## config.mk

```make
export PLATFORM = sky130hd
export DESIGN_NAME = br_resolve
export DESIGN_NICKNAME = d
export VERILOG_FILES = /design/src/rtl/br_resolve_pkg.sv /design/src/rtl/br_resolve_perf_cnt.sv /design/src/rtl/br_resolve.sv
export SDC_FILE = /design/constraint.sdc
export NUM_CORES = 1
export LEC_CHECK = 0
export CAP_MARGIN = 5
export CORE_UTILIZATION = 53
export DETAILED_ROUTE_END_ITERATION = 10
export HOLD_SLACK_MARGIN = 0.1
export PLACE_DENSITY = 0.8
export SYNTH_ARGS = -nofsm -noshare
export SYNTH_HDL_FRONTEND = slang
export SYNTH_HIERARCHICAL = 1
export SYNTH_SLANG_ARGS = --single-unit
export TNS_END_PERCENT = 20
```

## constraint.sdc

```tcl
create_clock -name clk -period 6.2 [get_ports clk]
set_input_delay 0.93 -clock clk [delete_from_list [all_inputs] [get_ports clk]]
set_output_delay 0.93 -clock clk [all_outputs]
set_load 0.1 [all_outputs]
```

## src/rtl/br_resolve_pkg.sv

```systemverilog
// Shared types for the branch resolution unit: per-instruction prediction
// metadata, the recovery FSM states and the misprediction test.
package rv32i_types;

   typedef logic [31:0] rv32i_word;

   typedef struct packed {
      logic      valid;
      logic      is_br;
      rv32i_word pc;
      logic      pred_take;
      rv32i_word pred_target;
   } br_pkg_t;

   typedef enum logic {
      RUN  = 1'b0,
      HOLD = 1'b1
   } br_state_t;

   // A taken prediction is also wrong when the branch is taken to a different target
   function automatic logic is_mispred(input br_pkg_t p, input logic act_take,
                                       input rv32i_word act_target);
      return (p.pred_take != act_take) |
             (p.pred_take & act_take & (p.pred_target != act_target));
   endfunction

endpackage

```

## src/rtl/br_resolve_perf_cnt.sv

```systemverilog
// Branch / misprediction performance counters, wrapping modulo 2**32.
// Only instantiated by br_resolve when BR_PERF_CNT_EN is defined.
module br_perf_cnt
   import rv32i_types::*;
(
   input  logic      clk,
   input  logic      rst,
   input  logic      inc_br,
   input  logic      inc_mis,
   output rv32i_word br_cnt,
   output rv32i_word mispred_cnt
);

   rv32i_word br_cnt_r;
   rv32i_word mispred_cnt_r;

   // Count resolved branches and mispredictions
   always_ff @(posedge clk or posedge rst) begin
      if (rst) begin
         br_cnt_r      <= 32'd0;
         mispred_cnt_r <= 32'd0;
      end else begin
         if (inc_br) begin
            br_cnt_r <= br_cnt_r + 32'd1;
         end
         if (inc_mis) begin
            mispred_cnt_r <= mispred_cnt_r + 32'd1;
         end
      end
   end

   assign br_cnt      = br_cnt_r;
   assign mispred_cnt = mispred_cnt_r;

endmodule

```

## src/rtl/br_resolve.sv

```systemverilog
// Branch resolution: carries IF predictions through ID/EX, checks them in EX,
// trains the predictor and drives flush/redirect. Optional macro: BR_PERF_CNT_EN.
module br_resolve
   import rv32i_types::*;
#(
   parameter int s_pc_offset = 2
) (
   input  logic      clk,
   input  logic      rst,
   input  logic      stall_id,
   input  logic      stall_ex,
   input  logic      if_valid,
   input  logic      if_is_br,
   input  rv32i_word if_pc,
   input  logic      pred_take,
   input  rv32i_word pred_target,
   input  logic      ex_br_en,
   input  rv32i_word ex_target,
   input  logic      redirect_ack,
   output logic      update,
   output logic      br_en,
   output logic      mispred,
   output logic      flush,
   output rv32i_word redirect_pc
`ifdef BR_PERF_CNT_EN
   ,
   output rv32i_word br_cnt,
   output rv32i_word mispred_cnt
`endif
);

   localparam rv32i_word pc_step = 32'd1 << s_pc_offset;

   br_state_t state_r;
   br_state_t next_state_s;
   br_pkg_t   id_r;
   br_pkg_t   ex_r;
   br_pkg_t   if_pkg_s;
   rv32i_word held_pc_r;
   rv32i_word correct_pc_s;
   rv32i_word redirect_pc_s;
   logic      resolve_s;
   logic      mispred_s;
   logic      flush_s;

   // Resolution of the branch currently leaving EX
   always_comb begin
      resolve_s    = ex_r.valid & ex_r.is_br & ~stall_ex & (state_r == RUN);
      mispred_s    = resolve_s & is_mispred(ex_r, ex_br_en, ex_target);
      correct_pc_s = ex_br_en ? ex_target : (ex_r.pc + pc_step);
   end

   // Recovery FSM next state and flush/redirect outputs
   always_comb begin
      next_state_s  = state_r;
      flush_s       = 1'b0;
      redirect_pc_s = 32'd0;
      case (state_r)
         RUN: begin
            if (mispred_s) begin
               flush_s       = 1'b1;
               redirect_pc_s = correct_pc_s;
               if (!redirect_ack) begin
                  next_state_s = HOLD;
               end else begin
                  next_state_s = RUN;
               end
            end else begin
               next_state_s = RUN;
            end
         end
         HOLD: begin
            flush_s       = 1'b1;
            redirect_pc_s = held_pc_r;
            if (redirect_ack) begin
               next_state_s = RUN;
            end else begin
               next_state_s = HOLD;
            end
         end
         default: begin
            next_state_s = RUN;
         end
      endcase
   end

   // IF metadata; nothing new is captured while a redirect is pending
   always_comb begin
      if_pkg_s.valid       = if_valid & (state_r == RUN) & ~flush_s;
      if_pkg_s.is_br       = if_is_br;
      if_pkg_s.pc          = if_pc;
      if_pkg_s.pred_take   = pred_take;
      if_pkg_s.pred_target = pred_target;
   end

   // FSM state and latched redirect target
   always_ff @(posedge clk or posedge rst) begin
      if (rst) begin
         state_r   <= RUN;
         held_pc_r <= 32'd0;
      end else begin
         state_r <= next_state_s;
         if ((state_r == RUN) && mispred_s && !redirect_ack) begin
            held_pc_r <= correct_pc_s;
         end
      end
   end

   // ID/EX metadata pipeline; flush wins over both stalls
   always_ff @(posedge clk or posedge rst) begin
      if (rst) begin
         id_r <= '0;
         ex_r <= '0;
      end else if (flush_s) begin
         id_r.valid <= 1'b0;
         ex_r.valid <= 1'b0;
      end else begin
         if (!stall_id) begin
            id_r <= if_pkg_s;
         end
         if (!stall_ex) begin
            if (stall_id) begin
               ex_r.valid <= 1'b0;
            end else begin
               ex_r <= id_r;
            end
         end
      end
   end

   assign update      = resolve_s;
   assign br_en       = ex_br_en;
   assign mispred     = mispred_s;
   assign flush       = flush_s;
   assign redirect_pc = redirect_pc_s;

`ifdef BR_PERF_CNT_EN
   br_perf_cnt u_perf_cnt (
      .clk         (clk),
      .rst         (rst),
      .inc_br      (resolve_s),
      .inc_mis     (mispred_s),
      .br_cnt      (br_cnt),
      .mispred_cnt (mispred_cnt)
   );
`endif

endmodule

```

==> results_tabular.tex, run 1 <==
\begin{tabular}{lr}
\hline
Metric & Value \\
\hline
\multicolumn{2}{l}{\textbf{Synthesis}} \\
\quad Number of different library cells in the post-synthesis netlist & 36 \\
\quad Synthesized area per cell & 13.1 µm² \\
\quad Count of state elements after synthesis & between 150 and 200 \\
\quad Yosys synthesis warning count & 6 \\
\quad Net count after synthesis & 711 \\
\quad Share of synthesized area occupied by flip-flops and latches & approximately 53\% \\
\quad Total standard cell area after synthesis & roughly 0.0079 mm² \\
\quad Cells after Synth & 604 \\
\multicolumn{2}{l}{\textbf{Die}} \\
\quad Die H & approximately 120 µm \\
\quad Die Footprint & between 0.015 and 0.02 mm² \\
\quad Die extent in x & 124 µm \\
\quad Standard-cell row count & 44 \\
\quad Area of the core & between 0.01 and 0.015 mm² \\
\quad Top-level I/O count & 141 \\
\quad Initial Utilization & between 50 and 60\% \\
\multicolumn{2}{l}{\textbf{Worst setup path}} \\
\quad Largest stage delay, worst path & between 0.9 and 1 ns \\
\quad Slowest stage cell on the critical path & sky130\_fd\_sc\_hd\_\_clkdlybuf4s50\_1 \\
\quad Largest delay share family, worst path & buffers and inverters \\
\quad Startpoint-to-endpoint class of the critical path & in -> out \\
\quad Cell count along the critical path & 8 \\
\quad Critical path launch point type & primary input \\
\quad Critical path data required time & between 5 and 6 ns \\
\quad Critical path arrival & 3.86 ns \\
\quad Maximum fanout count along the critical path & 3 \\
\quad Buffer and inverter count on the worst path & 2 \\
\quad Worst Setup End Kind & primary output \\
\quad Critical path's most frequent cell & sky130\_fd\_sc\_hd\_\_clkdlybuf4s50\_1 \\
\quad Cells traversed along the worst timing path & clkdlybuf4s50\_1 -> xor2\_1 -> nor4\_1 -> nand4\_1 -> nor2\_1 -> o21ai\_2 -> or2\_2 -> clkdlybuf4s50\_1 \\
\quad Length in cells of the worst reg-to-reg path & 7 \\
\multicolumn{2}{l}{\textbf{Hold path}} \\
\quad Count of cells along the worst hold path & 1 \\
\quad Hold Crit Class & reg -> reg \\
\multicolumn{2}{l}{\textbf{Cells and area}} \\
\quad Register cell area after layout & 0.00418 mm² \\
\quad Most common cell after layout, fill and taps aside & sky130\_fd\_sc\_hd\_\_dfrtp\_1 \\
\quad Number of cells in the finished layout apart from fillers & 934 \\
\quad Most frequent cells in the layout & sky130\_fd\_sc\_hd\_\_dfrtp\_1, sky130\_fd\_sc\_hd\_\_clkdlybuf4s50\_1, sky130\_fd\_sc\_hd\_\_mux2\_2, sky130\_fd\_sc\_hd\_\_mux2\_1, sky130\_fd\_sc\_hd\_\_nand2\_1 \\
\quad Share of layout cells above drive strength 1 & between 20\% and 30\% \\
\quad Area added between synthesis and finish & 24.8\% \\
\quad Count of filler cells inserted in the layout & 1041 \\
\quad Ant diodes & 0 \\
\quad Final \#Nets & 844 \\
\quad Footprint of the multi-input gates & 0.00346 mm² \\
\multicolumn{2}{l}{\textbf{Placed design}} \\
\quad Estimated wirelength of the detail-placed design & 13100 µm \\
\quad Weighted congestion reported at the end of routability-driven placement & 0.861 \\
\quad Input/output buffers & 140 \\
\quad Cell total after placement & 902 \\
\multicolumn{2}{l}{\textbf{Power and ir drop}} \\
\quad Switching power total & 1.15 mW \\
\quad Total power after layout & 3.58 mW \\
\quad Gate power share & between 20\% and 30\% \\
\quad Share of total power consumed by net switching & 32.0\% \\
\quad Cell area power density & 363 mW/mm² \\
\quad LEAKAGE & between 4 and 5 nW \\
\quad Worst vdd rail ir drop & 0.216 mV \\
\quad Register share of total power & 46.1\% \\
\quad Int Pwr & 2.44 mW \\
\quad Clock group share of total power & 29.3\% \\
\multicolumn{2}{l}{\textbf{Route}} \\
\quad Aggregate routed wire length & between 15000 and 20000 µm \\
\quad DRT antenna net count & 0 \\
\quad Length of the first detailed-routing pass in iterations & 5 \\
\quad Iteration-0 DRC Markers & 420 \\
\quad DRC violations left & 0 \\
\quad Via total after detailed routing & 5307 \\
\quad DR vias/cell & $\sim$5.7 \\
\quad Detailed-route wire length per cell & 19.9 µm \\
\multicolumn{2}{l}{\textbf{Clocking}} \\
\quad Clock-pin slew reported for the worst setup and hold paths after clock tree synthesis & roughly 0.060 ns \\
\quad Clock network latency to the later pin of the worst-skew pair & 0.43 ns \\
\quad CTS hold repair buffers & 0 \\
\quad Post-cts repair resize count & 0 \\
\quad Clock buffers created by TritonCTS & 17 \\
\quad TritonCTS Sinks & 167 \\
\quad Root Buffer & sky130\_fd\_sc\_hd\_\_clkbuf\_16 \\
\quad Number of buffers added for setup after CTS & 0 \\
\quad TritonCTS clock tree & done \\
\quad Clock Tree Buf Depth & 2 \\
\quad CTS H-tree depth & 4 \\
\multicolumn{2}{l}{\textbf{Global route}} \\
\quad Grt total ovfl & 0 \\
\quad Number of antenna violations at the first check in global routing & 0 \\
\quad Wire length of the first global-routing pass & 28600 µm \\
\quad Via count of the first global-routing pass & roughly 5300 \\
\quad Pin count of the biggest net entering global routing & 107 \\
\quad Total GRT Usage & 25.5\% \\
\multicolumn{2}{l}{\textbf{STA}} \\
\quad Relative max-transition margin & 29.3\% \\
\quad Hold Vio Cnt, Final & 0 \\
\quad Slew at the pin closest to its max-slew limit & 1.06 ns \\
\quad Max-slew violations & 0 \\
\quad RSZ-0062 raised after global routing & false \\
\quad Final worst path period share & 77.3\% \\
\quad Worst slack on hold paths & 0.486 ns \\
\quad Finish-stage setup viols & 0 \\
\quad Fmax & 209 MHz \\
\quad Final setup skew & a little under 0.009 ns \\
\quad Fin crit period & 4.79 ns \\
\quad Setup TNS after final layout & 0 ns \\
\multicolumn{2}{l}{\textbf{Flow run}} \\
\quad Max-Cap Viols & 0 \\
\multicolumn{2}{l}{\textbf{Status}} \\
\quad Outcome & finished clean \\
\hline
\end{tabular}
power by group through the flow:
stage                     sequential (mW)  clock (mW)  combinational (mW)
final                                1.65        1.05               0.878
after global routing                 1.69        1.11               0.947
after CTS                            1.65        1.06               0.886
after detailed placement             1.66           0               0.878
after global placement               1.64           0               0.846
after floorplan                      1.58           0               0.677
layer usage:
layer / part of all wire [%] / wire (µm) / vias to the layer above / GRT usage [%]
met2: 47 / 8790 / 161 / 39.8
li1: - / - / 2431 / -
met3: 4.8 / 893 / 39 / 5.04
met5: 0 / 0 / - / 0
met1: 44 / 8240 / 2676 / 34.1
met4: 3.5 / 646 / 0 / 11.9
per-stage QoR:
step                setup WS, ns  util (%)  cell area (µm²)
global route                1.31      67.8             9860
finish                      1.41      67.8             9860
global placement            1.44      63.7             9270
detailed placement          1.41      63.7             9270
CTS                         1.40      67.8             9860
floorplan                  0.752         -             7900
flip-flops by register name, indices dropped and copies added, names as in the netlist:
| name | flops |
|---|---|
| ex_r | 67 |
| held_pc_r | 32 |
| id_r | 67 |
| state_r | 1 |
final timing paths:
path                               startpoint  endpoint  slack (ns)
worst max-delay path            ex_target[23]     flush        1.41
worst min-delay path                 id_r[35]  ex_r[35]        0.49
worst max register to register       ex_r[23]  ex_r[18]        2.78
worst min register to register       id_r[35]  ex_r[35]        0.49
min in group asynchronous                 rst  ex_r[45]        1.10
max in group asynchronous                 rst   ex_r[2]        3.78
layout make-up:
| type | instances | area share, % |
|---|---|---|
| repair buffers | 148 | 14.0 |
| multi-input cells | 400 | 35.1 |
| clock buffers | 21 | 4.87 |
| well taps | 184 | 2.34 |
| flip-flops and latches | 167 | 42.4 |
| inverters | 3 | 0.165 |
| clock inverters | 11 | 1.14 |
Yosys cell counts:
| library cell | number | area share (%) |
|---|---|---|
| sky130_fd_sc_hd__dfrtp_1 | 167 | 53 |
| sky130_fd_sc_hd__mux2_2 | 88 | 13 |
| sky130_fd_sc_hd__mux2_1 | 79 | 11 |
| sky130_fd_sc_hd__nand2_1 | 44 | 2.1 |
| sky130_fd_sc_hd__xor2_1 | 41 | 4.5 |
| sky130_fd_sc_hd__a22o_1 | 32 | 3.5 |
| sky130_fd_sc_hd__o21ai_0 | 25 | 1.6 |
| sky130_fd_sc_hd__xnor2_1 | 19 | 2.1 |
| sky130_fd_sc_hd__nor4_1 | 15 | 1.2 |
| sky130_fd_sc_hd__clkbuf_1 | 14 | 0.67 |
| sky130_fd_sc_hd__buf_2 | 8 | 0.51 |
| sky130_fd_sc_hd__nand3_1 | 7 | 0.44 |
| sky130_fd_sc_hd__nor2_1 | 7 | 0.33 |
| sky130_fd_sc_hd__o21ai_1 | 7 | 0.44 |
| sky130_fd_sc_hd__nand4_1 | 6 | 0.48 |
| sky130_fd_sc_hd__buf_6 | 5 | 0.71 |
| sky130_fd_sc_hd__nor3_1 | 5 | 0.32 |
| sky130_fd_sc_hd__and3_1 | 4 | 0.32 |
| sky130_fd_sc_hd__and4_1 | 4 | 0.44 |
| sky130_fd_sc_hd__buf_12 | 4 | 1.0 |
| sky130_fd_sc_hd__buf_4 | 3 | 0.29 |
| sky130_fd_sc_hd__inv_1 | 3 | 0.14 |
| sky130_fd_sc_hd__ha_1 | 2 | 0.32 |
| sky130_fd_sc_hd__nand4_2 | 2 | 0.32 |
| sky130_fd_sc_hd__or2_2 | 2 | 0.16 |
| sky130_fd_sc_hd__and2_1 | 1 | 0.079 |
| sky130_fd_sc_hd__and4bb_2 | 1 | 0.16 |
| sky130_fd_sc_hd__mux2i_1 | 1 | 0.13 |
| sky130_fd_sc_hd__nand2b_1 | 1 | 0.079 |
| sky130_fd_sc_hd__nand3b_1 | 1 | 0.095 |
| sky130_fd_sc_hd__nor2_4 | 1 | 0.14 |
| sky130_fd_sc_hd__nor4b_2 | 1 | 0.19 |
| sky130_fd_sc_hd__o21ba_2 | 1 | 0.13 |
| sky130_fd_sc_hd__o22ai_2 | 1 | 0.16 |
| sky130_fd_sc_hd__o31a_1 | 1 | 0.11 |
| sky130_fd_sc_hd__or3_1 | 1 | 0.079 |
logic make-up (layout without fill, tap and decap cells):
group / Yosys count / in the layout / share of synthesized area (%)
AND/OR/NAND/NOR: 103 / 103 / 6.91
multiplexers: 168 / 168 / 23.9
flip-flops: 167 / 167 / 52.9
AO/OA/AOI/OAI: 67 / 67 / 5.97
XOR/XNOR: 60 / 60 / 6.65
buffers and inverters: 37 / 183 / 3.33
adder cells (fa/ha/maj): 2 / 2 / 0.317
(Power assumes the default switching activity.)
==> run 2, diff against run 1 <==
==> constraint.sdc (replaced) <==
create_clock -name clk -period 4.5 [get_ports clk]
set_input_delay 0.675 -clock clk [delete_from_list [all_inputs] [get_ports clk]]
set_output_delay 0.675 -clock clk [all_outputs]
set_load 0.1 [all_outputs]
==> run 2 against run 1 <==
Compared with the run above: die area unchanged; first-iteration DRC count increased by 6.4%; clock-buffer cell count decreased by 4; sequential share of layout area decreased by 0.89 points; sequential cell count unchanged; final cell count unchanged; hold slack got worse by 0.0084 ns; clock skew increased by 0.0034 ns; via count decreased by 0.57%; combinational power increased by 42%; critical path depth increased by 1; largest cell class unchanged.
==> results_tabular.tex, run 2 (same netlist as run 1, synthesis figures left out) <==
\begin{tabular}{lr}
\hline
Metric & Value \\
\hline
\multicolumn{2}{l}{\textbf{Status}} \\
\quad Outcome & finished clean \\
\multicolumn{2}{l}{\textbf{Clocking}} \\
\quad TritonCTS clock tree & done \\
\quad CTS hold repair buffers & 0 \\
\quad Post-cts repair resize count & 0 \\
\quad CTS H-tree depth & 4 \\
\quad Clock network latency to the later pin of the worst-skew pair & 0.44 ns \\
\quad TritonCTS Sinks & 167 \\
\quad Clock buffers created by TritonCTS & 17 \\
\quad Number of buffers added for setup after CTS & 0 \\
\quad Clock Tree Buf Depth & 2 \\
\quad Root Buffer & sky130\_fd\_sc\_hd\_\_clkbuf\_16 \\
\quad Clock-pin slew reported for the worst setup and hold paths after clock tree synthesis & around 0.070 ns \\
\multicolumn{2}{l}{\textbf{Global route}} \\
\quad Grt total ovfl & 0 \\
\quad Via count of the first global-routing pass & 5411 \\
\quad Wire length of the first global-routing pass & 28900 µm \\
\quad Total GRT Usage & 25.7\% \\
\quad Pin count of the biggest net entering global routing & 168 \\
\quad Number of antenna violations at the first check in global routing & 0 \\
\multicolumn{2}{l}{\textbf{Power and ir drop}} \\
\quad Gate power share & about a quarter \\
\quad Worst vdd rail ir drop & 0.328 mV \\
\quad Int Pwr & 3.43 mW \\
\quad Total power after layout & just over 5 mW \\
\quad LEAKAGE & 4.22 nW \\
\quad Share of total power consumed by net switching & 31.7\% \\
\quad Clock group share of total power & between 20 and 30\% \\
\quad Cell area power density & 499 mW/mm² \\
\quad Register share of total power & 45.5\% \\
\quad Switching power total & between 1.5 and 2 mW \\
\multicolumn{2}{l}{\textbf{STA}} \\
\quad Slew at the pin closest to its max-slew limit & 1.14 ns \\
\quad Hold Vio Cnt, Final & 0 \\
\quad Final worst path period share & 94.1\% \\
\quad Max-slew violations & 0 \\
\quad Finish-stage setup viols & 0 \\
\quad Relative max-transition margin & 24.3\% \\
\quad Fmax & 236 MHz \\
\quad RSZ-0062 raised after global routing & false \\
\quad Fin crit period & between 4 and 5 ns \\
\quad Final setup skew & 0.0120 ns \\
\quad Worst slack on hold paths & about 0.48 ns \\
\quad Setup TNS after final layout & 0 ns \\
\multicolumn{2}{l}{\textbf{Cells and area}} \\
\quad Most frequent cells in the layout & sky130\_fd\_sc\_hd\_\_dfrtp\_1, sky130\_fd\_sc\_hd\_\_clkdlybuf4s50\_1, sky130\_fd\_sc\_hd\_\_mux2\_2, sky130\_fd\_sc\_hd\_\_mux2\_1, sky130\_fd\_sc\_hd\_\_nand2\_1 \\
\quad Count of filler cells inserted in the layout & 1050 \\
\quad Largest registers & ex\_r (67), id\_r (67), held\_pc\_r (32) \\
\quad Most common cell after layout, fill and taps aside & sky130\_fd\_sc\_hd\_\_dfrtp\_1 \\
\quad Area added between synthesis and finish & 27.4\% \\
\quad Register cell area after layout & 0.00418 mm² \\
\quad Share of layout cells above drive strength 1 & 23.6\% \\
\quad Layout Utilization & 69.3\% \\
\quad Ant diodes & 0 \\
\quad Final \#Nets & between 800 and 900 \\
\quad Number of cells in the finished layout apart from fillers & 934 \\
\quad Footprint of the multi-input gates & 0.00346 mm² \\
\multicolumn{2}{l}{\textbf{Route}} \\
\quad Aggregate routed wire length & 19000 µm \\
\quad Via total after detailed routing & 5277 \\
\quad DR vias/cell & 5.65 \\
\quad Length of the first detailed-routing pass in iterations & 5 \\
\quad DRT antenna net count & 0 \\
\quad Detailed-route wire length per cell & 20.4 µm \\
\quad Iteration-0 DRC Markers & 447 \\
\quad DRC violations left & 0 \\
\multicolumn{2}{l}{\textbf{Hold path}} \\
\quad Hold Crit Class & reg -> reg \\
\quad Count of cells along the worst hold path & 1 \\
\quad End point of the most critical hold path & ex\_r[36] \\
\quad Source of the worst hold timing path & id\_r[36] \\
\multicolumn{2}{l}{\textbf{Worst setup path}} \\
\quad Critical path launch point type & primary input \\
\quad Largest stage delay, worst path & 0.89 ns \\
\quad Startpoint-to-endpoint class of the critical path & in -> out \\
\quad Maximum fanout count along the critical path & 24 \\
\quad Cells traversed along the worst timing path & clkdlybuf4s50\_1 -> xor2\_1 -> nor4\_1 -> nand4\_1 -> nor2\_1 -> o21ai\_2 -> buf\_4 -> a22o\_1 -> buf\_12 \\
\quad Slowest stage cell on the critical path & sky130\_fd\_sc\_hd\_\_o21ai\_2 \\
\quad Length in cells of the worst reg-to-reg path & 7 \\
\quad Critical path arrival & between 3 and 4 ns \\
\quad Critical path data required time & 3.83 ns \\
\quad FF-to-FF Start & ex\_r[27] \\
\quad Worst Setup End Kind & primary output \\
\quad Endpoint of the most critical register-to-register path & ex\_r[18] \\
\quad Setup slack on the worst flop-to-flop path & between 1 and 1.5 ns \\
\multicolumn{2}{l}{\textbf{Placed design}} \\
\quad Estimated wirelength of the detail-placed design & 13600 µm \\
\quad Weighted congestion reported at the end of routability-driven placement & 0.856 \\
\quad Input/output buffers & 140 \\
\quad Cell total after placement & 902 \\
\multicolumn{2}{l}{\textbf{Die}} \\
\quad Die Footprint & 0.0154 mm² \\
\quad Initial Utilization & 54.4\% \\
\quad Area of the core & $\sim$0.015 mm² \\
\quad Top-level I/O count & between 100 and 150 \\
\quad Standard-cell row count & 44 \\
\quad Die extent in x & around 120 µm \\
\quad Die H & about 120 µm \\
\multicolumn{2}{l}{\textbf{Flow run}} \\
\quad Max-Cap Viols & 0 \\
\hline
\end{tabular}
==> run 2: changes by cell type in the layout (fill, tap and decap cells not counted) <==
cell                              before  now
sky130_fd_sc_hd__clkinv_4              3    1
sky130_fd_sc_hd__bufinv_16             1    3
sky130_fd_sc_hd__clkdlybuf4s50_1     107  103
sky130_fd_sc_hd__clkinv_2              0    4
sky130_fd_sc_hd__clkbuf_8              4    0
sky130_fd_sc_hd__buf_4                40   27
sky130_fd_sc_hd__buf_12                0   17
==> run 2: worst max-delay path by stage <==
stage | from | endpoint | slack (ns) | depth (start not counted)
6_report | ex_target[17] | redirect_pc[0] | 0.26 | 9
5_1_grt | ex_target[17] | redirect_pc[3] | 0.14 | 9
2_1_floorplan | stall_ex | redirect_pc[20] | -0.01 | 5
3_5_place_dp | ex_target[17] | redirect_pc[0] | 0.34 | 9
3_3_place_gp | ex_target[17] | redirect_pc[4] | 0.40 | 9
4_1_cts | ex_target[17] | redirect_pc[0] | 0.34 | 9
==> run 2: area by class of cell <==
| cell class | instances | area share, % |
|---|---|---|
| Clock inverter | 15 | 1.75 |
| Sequential cell | 167 | 41.5 |
| Inverter | 3 | 0.149 |
| Clock buffer | 17 | 4.23 |
| Tap cell | 184 | 2.29 |
| Multi-Input combinational cell | 400 | 34.4 |
| Timing Repair Buffer | 148 | 15.7 |
==> run 2: power by group through the flow <==
stage               Clock (mW)  Combinational, mW  Sequential (mW)
CTS                       1.51               1.26             2.28
finish                    1.49               1.25             2.29
global placement             0               1.20             2.26
floorplan                    0              0.933             2.18
detailed placement           0               1.25             2.30
global route              1.57               1.34             2.34
==> run 2: metrics by stage <==
step	cell area, µm²	setup slack (ns)
floorplan	7900	-0.0105
global placement	9470	0.404
detailed placement	9470	0.342
CTS	10100	0.340
global route	10100	0.137
finish	10100	0.265
==> run 2: worst max-delay path: cells and delay by family <==
family	cells	cell delay [ns]
AOI/OAI and AO/OA	2	1.10
xor gates and xnor gates	1	0.31
buffers and inverters	3	1.11
and+or+nand+nor	3	0.36
==> run 2: routing by layer <==
layer / wire length (µm) / vias up / track usage (%)
met3: 1060 / 31 / 4.99
met2: 9410 / 167 / 41.4
met4: 536 / 0 / 10.3
li1: - / 2434 / -
met5: 0 / - / 0
met1: 8030 / 2645 / 34.2
==> run 3, diff against run 2 <==
--- a/config.mk
+++ b/config.mk
@@ -9,7 +9,7 @@
 export CORE_UTILIZATION = 53
 export DETAILED_ROUTE_END_ITERATION = 10
 export HOLD_SLACK_MARGIN = 0.1
-export PLACE_DENSITY = 0.8
+export PLACE_DENSITY = 0.81
 export SYNTH_ARGS = -nofsm -noshare
 export SYNTH_HDL_FRONTEND = slang
 export SYNTH_HIERARCHICAL = 1
==> run 3 against run 2 <==
Compared with the run above: global-route usage grew 0.18 points; maximum frequency grew 7.5%; clock skew grew 0.0037 ns; cell area grew 0.37%; critical path depth is the same; utilization grew 0.26 points; critical endpoint is now redirect_pc[20]; largest cell class unchanged.
==> results_tabular.tex, run 3 (same netlist as run 1, synthesis figures left out) <==
\begin{tabular}{lr}
\hline
Metric & Value \\
\hline
\multicolumn{2}{l}{\textbf{Route}} \\
\quad Aggregate routed wire length & 18800 µm \\
\quad DRC violations left & 0 \\
\quad Via total after detailed routing & 5272 \\
\quad Length of the first detailed-routing pass in iterations & 5 \\
\quad Detailed-route wire length per cell & around 20 µm \\
\quad DR vias/cell & 5.64 \\
\quad DRT antenna net count & 0 \\
\quad Iteration-0 DRC Markers & between 300 and 400 \\
\multicolumn{2}{l}{\textbf{STA}} \\
\quad Relative max-transition margin & roughly 39\% \\
\quad Setup TNS after final layout & 0 ns \\
\quad Finish-stage setup viols & 0 \\
\quad Worst slack on hold paths & 0.488 ns \\
\quad Fin crit period & 3.94 ns \\
\quad RSZ-0062 raised after global routing & false \\
\quad Max-slew violations & 0 \\
\quad Final setup skew & $\sim$0.016 ns \\
\quad Minimum setup slack in the final design & 0.562 ns \\
\quad Final worst path period share & 87.5\% \\
\quad Hold Vio Cnt, Final & 0 \\
\quad Slew at the pin closest to its max-slew limit & 0.921 ns \\
\quad Fmax & 254 MHz \\
\multicolumn{2}{l}{\textbf{Die}} \\
\quad Top-level I/O count & 141 \\
\quad Die extent in x & 124 µm \\
\quad Die H & 124 µm \\
\quad Standard-cell row count & 44 \\
\quad Initial Utilization & 54.4\% \\
\quad Area of the core & $\sim$0.015 mm² \\
\quad Die Footprint & 0.0154 mm² \\
\multicolumn{2}{l}{\textbf{Global route}} \\
\quad Wire length of the first global-routing pass & between 20000 and 30000 µm \\
\quad Pin count of the biggest net entering global routing & 87 \\
\quad Number of antenna violations at the first check in global routing & 0 \\
\quad Grt total ovfl & 0 \\
\quad Total GRT Usage & between 20\% and 30\% \\
\quad Via count of the first global-routing pass & 5384 \\
\multicolumn{2}{l}{\textbf{Clocking}} \\
\quad TritonCTS Sinks & 167 \\
\quad Root Buffer & sky130\_fd\_sc\_hd\_\_clkbuf\_16 \\
\quad Clock-pin slew reported for the worst setup and hold paths after clock tree synthesis & around 0.06 ns \\
\quad TritonCTS clock tree & done \\
\quad Clock network latency to the later pin of the worst-skew pair & 0.43 ns \\
\quad CTS hold repair buffers & 0 \\
\quad Number of buffers added for setup after CTS & 0 \\
\quad Clock buffers created by TritonCTS & 17 \\
\quad Clock Tree Buf Depth & 2 \\
\quad CTS H-tree depth & 4 \\
\quad Post-cts repair resize count & 0 \\
\multicolumn{2}{l}{\textbf{Worst setup path}} \\
\quad Maximum fanout count along the critical path & 21 \\
\quad Critical path arrival & 3.26 ns \\
\quad Largest stage delay, worst path & 0.56 ns \\
\quad Startpoint-to-endpoint class of the critical path & in -> out \\
\quad Slowest stage cell on the critical path & sky130\_fd\_sc\_hd\_\_o21ai\_2 \\
\quad Critical path launch point type & primary input \\
\quad Critical path data required time & between 3 and 4 ns \\
\quad Cells traversed along the worst timing path & clkdlybuf4s50\_1 -> xor2\_1 -> nor4\_1 -> nand4\_1 -> nor2\_1 -> o21ai\_2 -> buf\_4 -> a22o\_1 -> buf\_12 \\
\quad Worst Setup End Kind & primary output \\
\multicolumn{2}{l}{\textbf{Status}} \\
\quad Outcome & finished clean \\
\multicolumn{2}{l}{\textbf{Cells and area}} \\
\quad Register cell area after layout & 0.00418 mm² \\
\quad Ant diodes & 0 \\
\quad Final cell area excluding filler cells & 0.0101 mm² \\
\quad Area added between synthesis and finish & 27.9\% \\
\quad Most common cell after layout, fill and taps aside & sky130\_fd\_sc\_hd\_\_dfrtp\_1 \\
\quad Most frequent cells in the layout & sky130\_fd\_sc\_hd\_\_dfrtp\_1, sky130\_fd\_sc\_hd\_\_clkdlybuf4s50\_1, sky130\_fd\_sc\_hd\_\_mux2\_2, sky130\_fd\_sc\_hd\_\_mux2\_1, sky130\_fd\_sc\_hd\_\_nand2\_1 \\
\quad Largest registers & ex\_r (67), id\_r (67), held\_pc\_r (32) \\
\quad Final \#Nets & 845 \\
\quad Share of layout cells above drive strength 1 & 23.4\% \\
\quad Count of filler cells inserted in the layout & 1015 \\
\quad Footprint of the multi-input gates & 0.00346 mm² \\
\multicolumn{2}{l}{\textbf{Power and ir drop}} \\
\quad Cell area power density & 496 mW/mm² \\
\quad Total power after layout & 5.02 mW \\
\quad Worst vdd rail ir drop & 0.311 mV \\
\quad LEAKAGE & 4.23 nW \\
\multicolumn{2}{l}{\textbf{Placed design}} \\
\quad Input/output buffers & 140 \\
\quad Weighted congestion reported at the end of routability-driven placement & 0.872 \\
\quad Estimated wirelength of the detail-placed design & 13500 µm \\
\quad Post-placement worst setup slack & 0.612 ns \\
\quad Post-Place Cell Area & 0.00950 mm² \\
\multicolumn{2}{l}{\textbf{Flow run}} \\
\quad Max-Cap Viols & 0 \\
\multicolumn{2}{l}{\textbf{Hold path}} \\
\quad Hold Crit Class & reg -> reg \\
\hline
\end{tabular}
==> run 3: cell count changes in the layout (fill, tap and decap cells not counted) <==
cell,change
sky130_fd_sc_hd__inv_6,-3
sky130_fd_sc_hd__buf_12,+2
sky130_fd_sc_hd__clkbuf_1,+2
sky130_fd_sc_hd__clkbuf_8,+2
sky130_fd_sc_hd__buf_4,-1
sky130_fd_sc_hd__clkinv_2,-1
sky130_fd_sc_hd__clkinv_4,+1
sky130_fd_sc_hd__clkinvlp_4,-1
==> run 3: per-stage QoR <==
| step | instances | util, % |
|---|---|---|
| finish | 935 | 69.5 |
| global route | 935 | 69.5 |
| CTS | 935 | 69.5 |
| detailed placement | 903 | 65.4 |
| global placement | 903 | 65.4 |
| floorplan | 604 | - |
==> run 3: report_power, final <==
part           switching [mW]  internal [mW]  leakage, nW  total [mW]
combinational           0.629          0.619         1.95        1.25
sequential              0.339           1.94         1.99        2.28
clock                   0.584          0.903        0.293        1.49
==> run 3: area by class of cell <==
cell class / count / share of cell area [%]
multi-input combinational: 400 / 34.3
clock buffer: 21 / 4.56
clock inverter: 11 / 1.45
tap: 184 / 2.28
sequential: 167 / 41.4
inverter: 3 / 0.149
timing repair buffer: 149 / 15.9
==> run 3: metal layers <==
metal | wire, µm | GRT usage, % | vias up
li1 | - | - | 2435
met1 | 8130 | 34.2 | 2627
met2 | 8970 | 41.1 | 177
met3 | 1060 | 5.17 | 33
met4 | 627 | 12.1 | 0
met5 | 0 | 0 | -
==> run 3: worst max-delay path: cells and delay by family <==
family                 cells  cell delay [ns]
XOR/XNOR                   1             0.29
AND/OR/NAND/NOR            3             0.38
buffers and inverters      3             1.10
AO/OA/AOI/OAI              2             0.80
==> run 3: final timing paths <==
| kind | cells past startpoint | endpoint | startpoint | slack (ns) |
|---|---|---|---|---|
| max | 9 | redirect_pc[20] | ex_target[17] | 0.56 |
| min | 1 | id_r[9] | id_r[9] | 0.49 |
| max reg2reg | 7 | ex_r[4] | ex_r[6] | 1.71 |
| min reg2reg | 1 | id_r[9] | id_r[9] | 0.49 |
| max in group asynchronous | 3 | held_pc_r[23] | rst | 2.72 |
| min in group asynchronous | 2 | ex_r[47] | rst | 0.75 |
==> RTL change 1 (settings of run 1) <==
Put a register stage on the output `mispred`, cleared by the reset. The value now appears one clock later. The other outputs are not delayed to match.
--- a/src/rtl/br_resolve.sv
+++ b/src/rtl/br_resolve.sv
@@ -132,3 +132,9 @@
    assign br_en       = ex_br_en;
-   assign mispred     = mispred_s;
+   always_ff @(posedge clk or posedge rst) begin
+      if (rst) begin
+         mispred <= '0;
+      end else begin
+         mispred <= mispred_s;
+      end
+   end
    assign flush       = flush_s;
Behaviour: not the same (a bounded check fails within 4 cycles, from zero or initial values and one cycle with rst high).
==> RTL change 1 against run 1 <==
- total power up 0.81%
- cell area rose by 0.56%
- via count decreased by 0.64%
- global-route usage fell by 0.21 points
- highest routed layer unchanged
- routed wire length fell by 0.62%
- area after synthesis is 0.32% higher
- sequential cell count is 1 higher
- non-clock buffer count unchanged
- setup slack better by 0.46 ns
==> RTL change 1: results (changes against run 1) <==
[worst_setup_path]
cp_common_cell = buf_4
cp_top_family = simple AND/OR/NAND/NOR gates
critPathMaxFanout = 36  ; +33
worst_path_max_delay_cell = nor4_1
cpPeakStageDelay_ns = 0.49  ; -0.47 ns
reg2reg_depth = 6  ; -1
worstPathArrival_ns = 3.40  ; -0.46 ns

[synthesis]
ys_seq_area_share_pct = 53.0  ; +0.15 points
synth_compound_area_share_pct = 5.95  ; -0.019 points
syn_nets = 712  ; +0.14%
synth.area.mux_share_pct = 23.9  ; -0.076 points
synthAdderAreaFrac_pct = 0.316  ; -0.0010 points
yosys-top-cells-area = dfrtp_1 53%, mux2_2 13%, mux2_1 11%, xor2_1 4.5%, a22o_1 3.5%
async_reset_ff_share_pct = 100  ; unchanged
synth.distinct_cells = 36  ; unchanged
synthTopCellsByCount = 168 x dfrtp_1, 88 x mux2_2, 79 x mux2_1
postSynthAreaPerCell_um2 = 13.1  ; +0.15%
synth_warnings = 6  ; unchanged
synth-xor-area-share_pct = 6.63  ; -0.021 points

[final_layout]
n_antenna_cell = 0  ; unchanged
layout-drive-gt1-share_pct = 22.7  ; -0.34 points
top_regs = ex_r (67), id_r (67), held_pc_r (32)
nNetsFinal = 845  ; +0.12%

[clock_tree]
cts_buffers = 17  ; unchanged
h-tree-depth = 4  ; unchanged
clock_path_buffers = 2  ; unchanged
root_buffer = clkbuf_16
clock_latency_ns = 0.43  ; about the same
cts.repair.resized = 0  ; unchanged
clkSlewWorstSetupHoldPaths_ns = 0.06  ; about the same

[timing]
max_slew_margin_pct = 24.1  ; -5.2 points
finalClockSkew_ns = 0.0101  ; +0.00146 ns
setup_violations = 0  ; unchanged

[placed_design]
placed_cell_area_um2 = 9290  ; +0.30%
dp.cells = 902  ; unchanged
io_buffers = 140  ; unchanged
dp_hpwl_um = 13000  ; -0.48%
pre_cts_ws_ns = 1.87  ; +0.461 ns
globalplace.congestion = 0.870  ; +0.98%

[pwr]
vdd_drop_max_v = 0.000191  ; -12%
cellLeakagePower_nw = 4.19  ; +0.70%

[min_path]
min_path_cells = 1  ; unchanged
worstHoldPathType = register to register

[global_routing]
grt_max_degree = 68  ; -36%
antenna_found_initial = 0  ; unchanged
grt_pass1_vias = 5510  ; +3.9%
track_usage_pct = 25.2  ; -0.21 points
grt_first_pass_wirelength_um = 29800  ; +4.0%

[route]
dr_total_vias = 5273  ; -0.64%
wl_per_cell_um = 19.8  ; -0.41%
routed_via_density = 5.66  ; -0.43%
drt_iter0_markers = 345  ; -18%
dr.pass1.iters = 4  ; -1

[run_status]
status = completed

-- RTL change 1: cell families (layout without fill, tap and decap cells) --
logic type,after synthesis,count (layout)
compound gates,67,67
flops,168,168
simple gates,103,103
buf+inv,37,180
mux,168,168
xor+xnor,60,60
fa+ha+maj,2,2
-- RTL change 1: final timing paths --
| path | start | endpoint | slack, ns |
|---|---|---|---|
| worst max-delay path | ex_target[27] | flush | 1.87 |
| worst min-delay path | id_r[47] | ex_r[47] | 0.48 |
| worst max register to register | state_r | held_pc_r[12] | 2.86 |
| worst min register to register | id_r[47] | ex_r[47] | 0.48 |
| max in group asynchronous | rst | id_r[46] | 4.11 |
| min in group asynchronous | rst | ex_r[42] | 0.91 |
-- RTL change 1: cell type report --
| class | instances | area (µm²) |
|---|---|---|
| repair buffers | 148 | 1410 |
| clock buffers | 21 | 470 |
| multi-input cells | 400 | 3460 |
| fillers | 1032 | 4680 |
| clock inverters | 8 | 123 |
| inverters | 3 | 16.3 |
| well taps | 184 | 230 |
| flip-flops and latches | 168 | 4200 |
-- RTL change 1: worst register-to-register path: cells and delay by family, from the launching register on --
kind,cells,cell delay [ns]
buffers and inverters,1,0.40
AOI/OAI and AO/OA,1,0.89
DFF,1,0.67
and+or+nand+nor,3,0.90
muxes,1,0.37
-- RTL change 1: power breakdown --
| group | switching (mW) | leakage (nW) | internal, mW |
|---|---|---|---|
| Combinational | 0.443 | 1.90 | 0.430 |
| Clock | 0.418 | 0.283 | 0.657 |
| Sequential | 0.247 | 2.01 | 1.42 |
-- RTL change 1: routing by layer --
layer / share of wire (%) / vias to the layer above / global-route usage (%)
met5: 0 / - / 0
met1: 44 / 2664 / 33.3
met4: 2.6 / 0 / 11.1
li1: - / 2438 / -
met3: 4.6 / 30 / 5.28
met2: 49 / 141 / 40.3
==> RTL change 2 (flow settings as in run 1) <==
Without the edit above. Add a define of `BR_PERF_CNT_EN`.
--- a/src/rtl/br_resolve.sv
+++ b/src/rtl/br_resolve.sv
@@ -2,2 +2,4 @@
 // trains the predictor and drives flush/redirect. Optional macro: BR_PERF_CNT_EN.
+`define BR_PERF_CNT_EN
+
 module br_resolve
Formal check against the unedited RTL (old outputs only; new: br_cnt and mispred_cnt): equivalent (Yosys induction, for registers that start in step).
==> RTL change 2 against run 1 <==
- routed wire length rose by 35%
- register-to-register slack lost 0.17 ns
- sequential cell count grew 64
- critical path depth is 1 higher
- setup slack better by 0.23 ns
- area after synthesis is 37% higher
- clock power rose by 37%
- count of clock-buffer cells in the layout up 15
- total power is 30% higher
- non-clock buffer count rose by 65
- cell area grew 39%
- critical endpoint is now redirect_pc[10]
- largest power group unchanged
==> RTL change 2: results (changes against run 1) <==
[worst_setup_path]
cpPeakStageDelay_ns = 0.53  ; -0.43 ns
critPathCapture = redirect_pc[10]
worstPathArrival_ns = 3.63  ; -0.23 ns
reg2reg_to = u_perf_cnt/mispred_cnt[30]
ff2ff_setup_slack_ns = 2.61  ; -0.17 ns
startpoint = ex_target[4]

[route]
dr_total_vias = 7413  ; +40%
wl_um = 25100  ; +35%

[final_layout]
layout-drive-gt1-share_pct = 18.3  ; -4.8 points
top_regs = ex_r (67), id_r (67)

[global_routing]
antenna_found_initial = 1  ; +1
grt_first_pass_wirelength_um = 39600  ; +38%
grt_max_degree = 75  ; -30%

[clock_tree]
cts_buffers = 24  ; +7
h-tree-depth = 1  ; -3
clock_latency_ns = 0.51  ; +0.08 ns

[synthesis]
ys_seq_area_share_pct = 53.5  ; +0.64 points
synth.distinct_cells = 40  ; +11%
synthTopCellsByCount = 231 x dfrtp_1, 90 x mux2_2, 79 x mux2_1
syn_nets = 959  ; +35%
yosys-top-cells-area = dfrtp_1 54%, mux2_2 9.4%, mux2_1 8.2%, xnor2_1 6.1%, xor2_1 3.8%

[placed_design]
globalplace.congestion = 0.829  ; -3.8%
io_buffers = 204  ; +46%
dp_hpwl_um = 17600  ; +34%

[pwr]
cellLeakagePower_nw = 5.83  ; +40%
vdd_drop_max_v = 0.000248  ; +15%
internal_power_mw = 3.18  ; +31%

[run_status]
status = completed

[min_path]
whs_endpoint = u_perf_cnt/mispred_cnt[31]

==> RTL change 2: area by class of cell <==
class	instances	area [µm²]
clock buffers	36	737
clock inverters	7	62.6
fillers	1414	6010
inverters	9	38.8
multi-input cells	575	4740
flip-flops and latches	231	5780
well taps	265	332
repair buffers	213	2020
==> RTL change 2: metal layers <==
layer | part of all wire [%] | wire, µm | track usage (%)
met5 | 0.048 | 12 | 0
met4 | 2.4 | 611 | 6.32
met3 | 5.7 | 1430 | 4.90
met2 | 48 | 11900 | 40.3
met1 | 44 | 11100 | 33.6
==> RTL change 2: cells by family (layout without fill, tap and decap cells) <==
| logic type | count (synthesis) | count (layout) | synth area share [%] |
|---|---|---|---|
| simple gates | 212 | 212 | 11.3 |
| fa+ha+maj | 4 | 4 | 0.464 |
| xor+xnor | 122 | 122 | 9.90 |
| flops | 231 | 231 | 53.5 |
| mux | 170 | 170 | 17.7 |
| buf+inv | 44 | 265 | 2.68 |
| compound gates | 67 | 67 | 4.37 |
==> RTL change 2: power groups by stage <==
stage          combinational [mW]  sequential [mW]  clock, mW
2_1_floorplan               0.716             2.19          0
3_3_place_gp                 1.09             2.12          0
3_5_place_dp                 1.11             2.13          0
4_1_cts                      1.12             2.11       1.46
5_1_grt                      1.19             2.15       1.53
6_report                     1.11             2.11       1.44
==> RTL change 2: stage by stage <==
step	hold WS [ns]	setup WS (ns)	util, %	cells	cell area (µm²)
final	0.472	1.64	69.5	1336	13700
after global routing	0.505	1.53	69.5	1336	13700
after CTS	0.483	1.59	69.5	1336	13700
after detailed placement	0.470	1.61	65.5	1293	12900
after global placement	0.462	1.69	65.5	1293	12900
after floorplan	0.450	0.752	-	850	10800
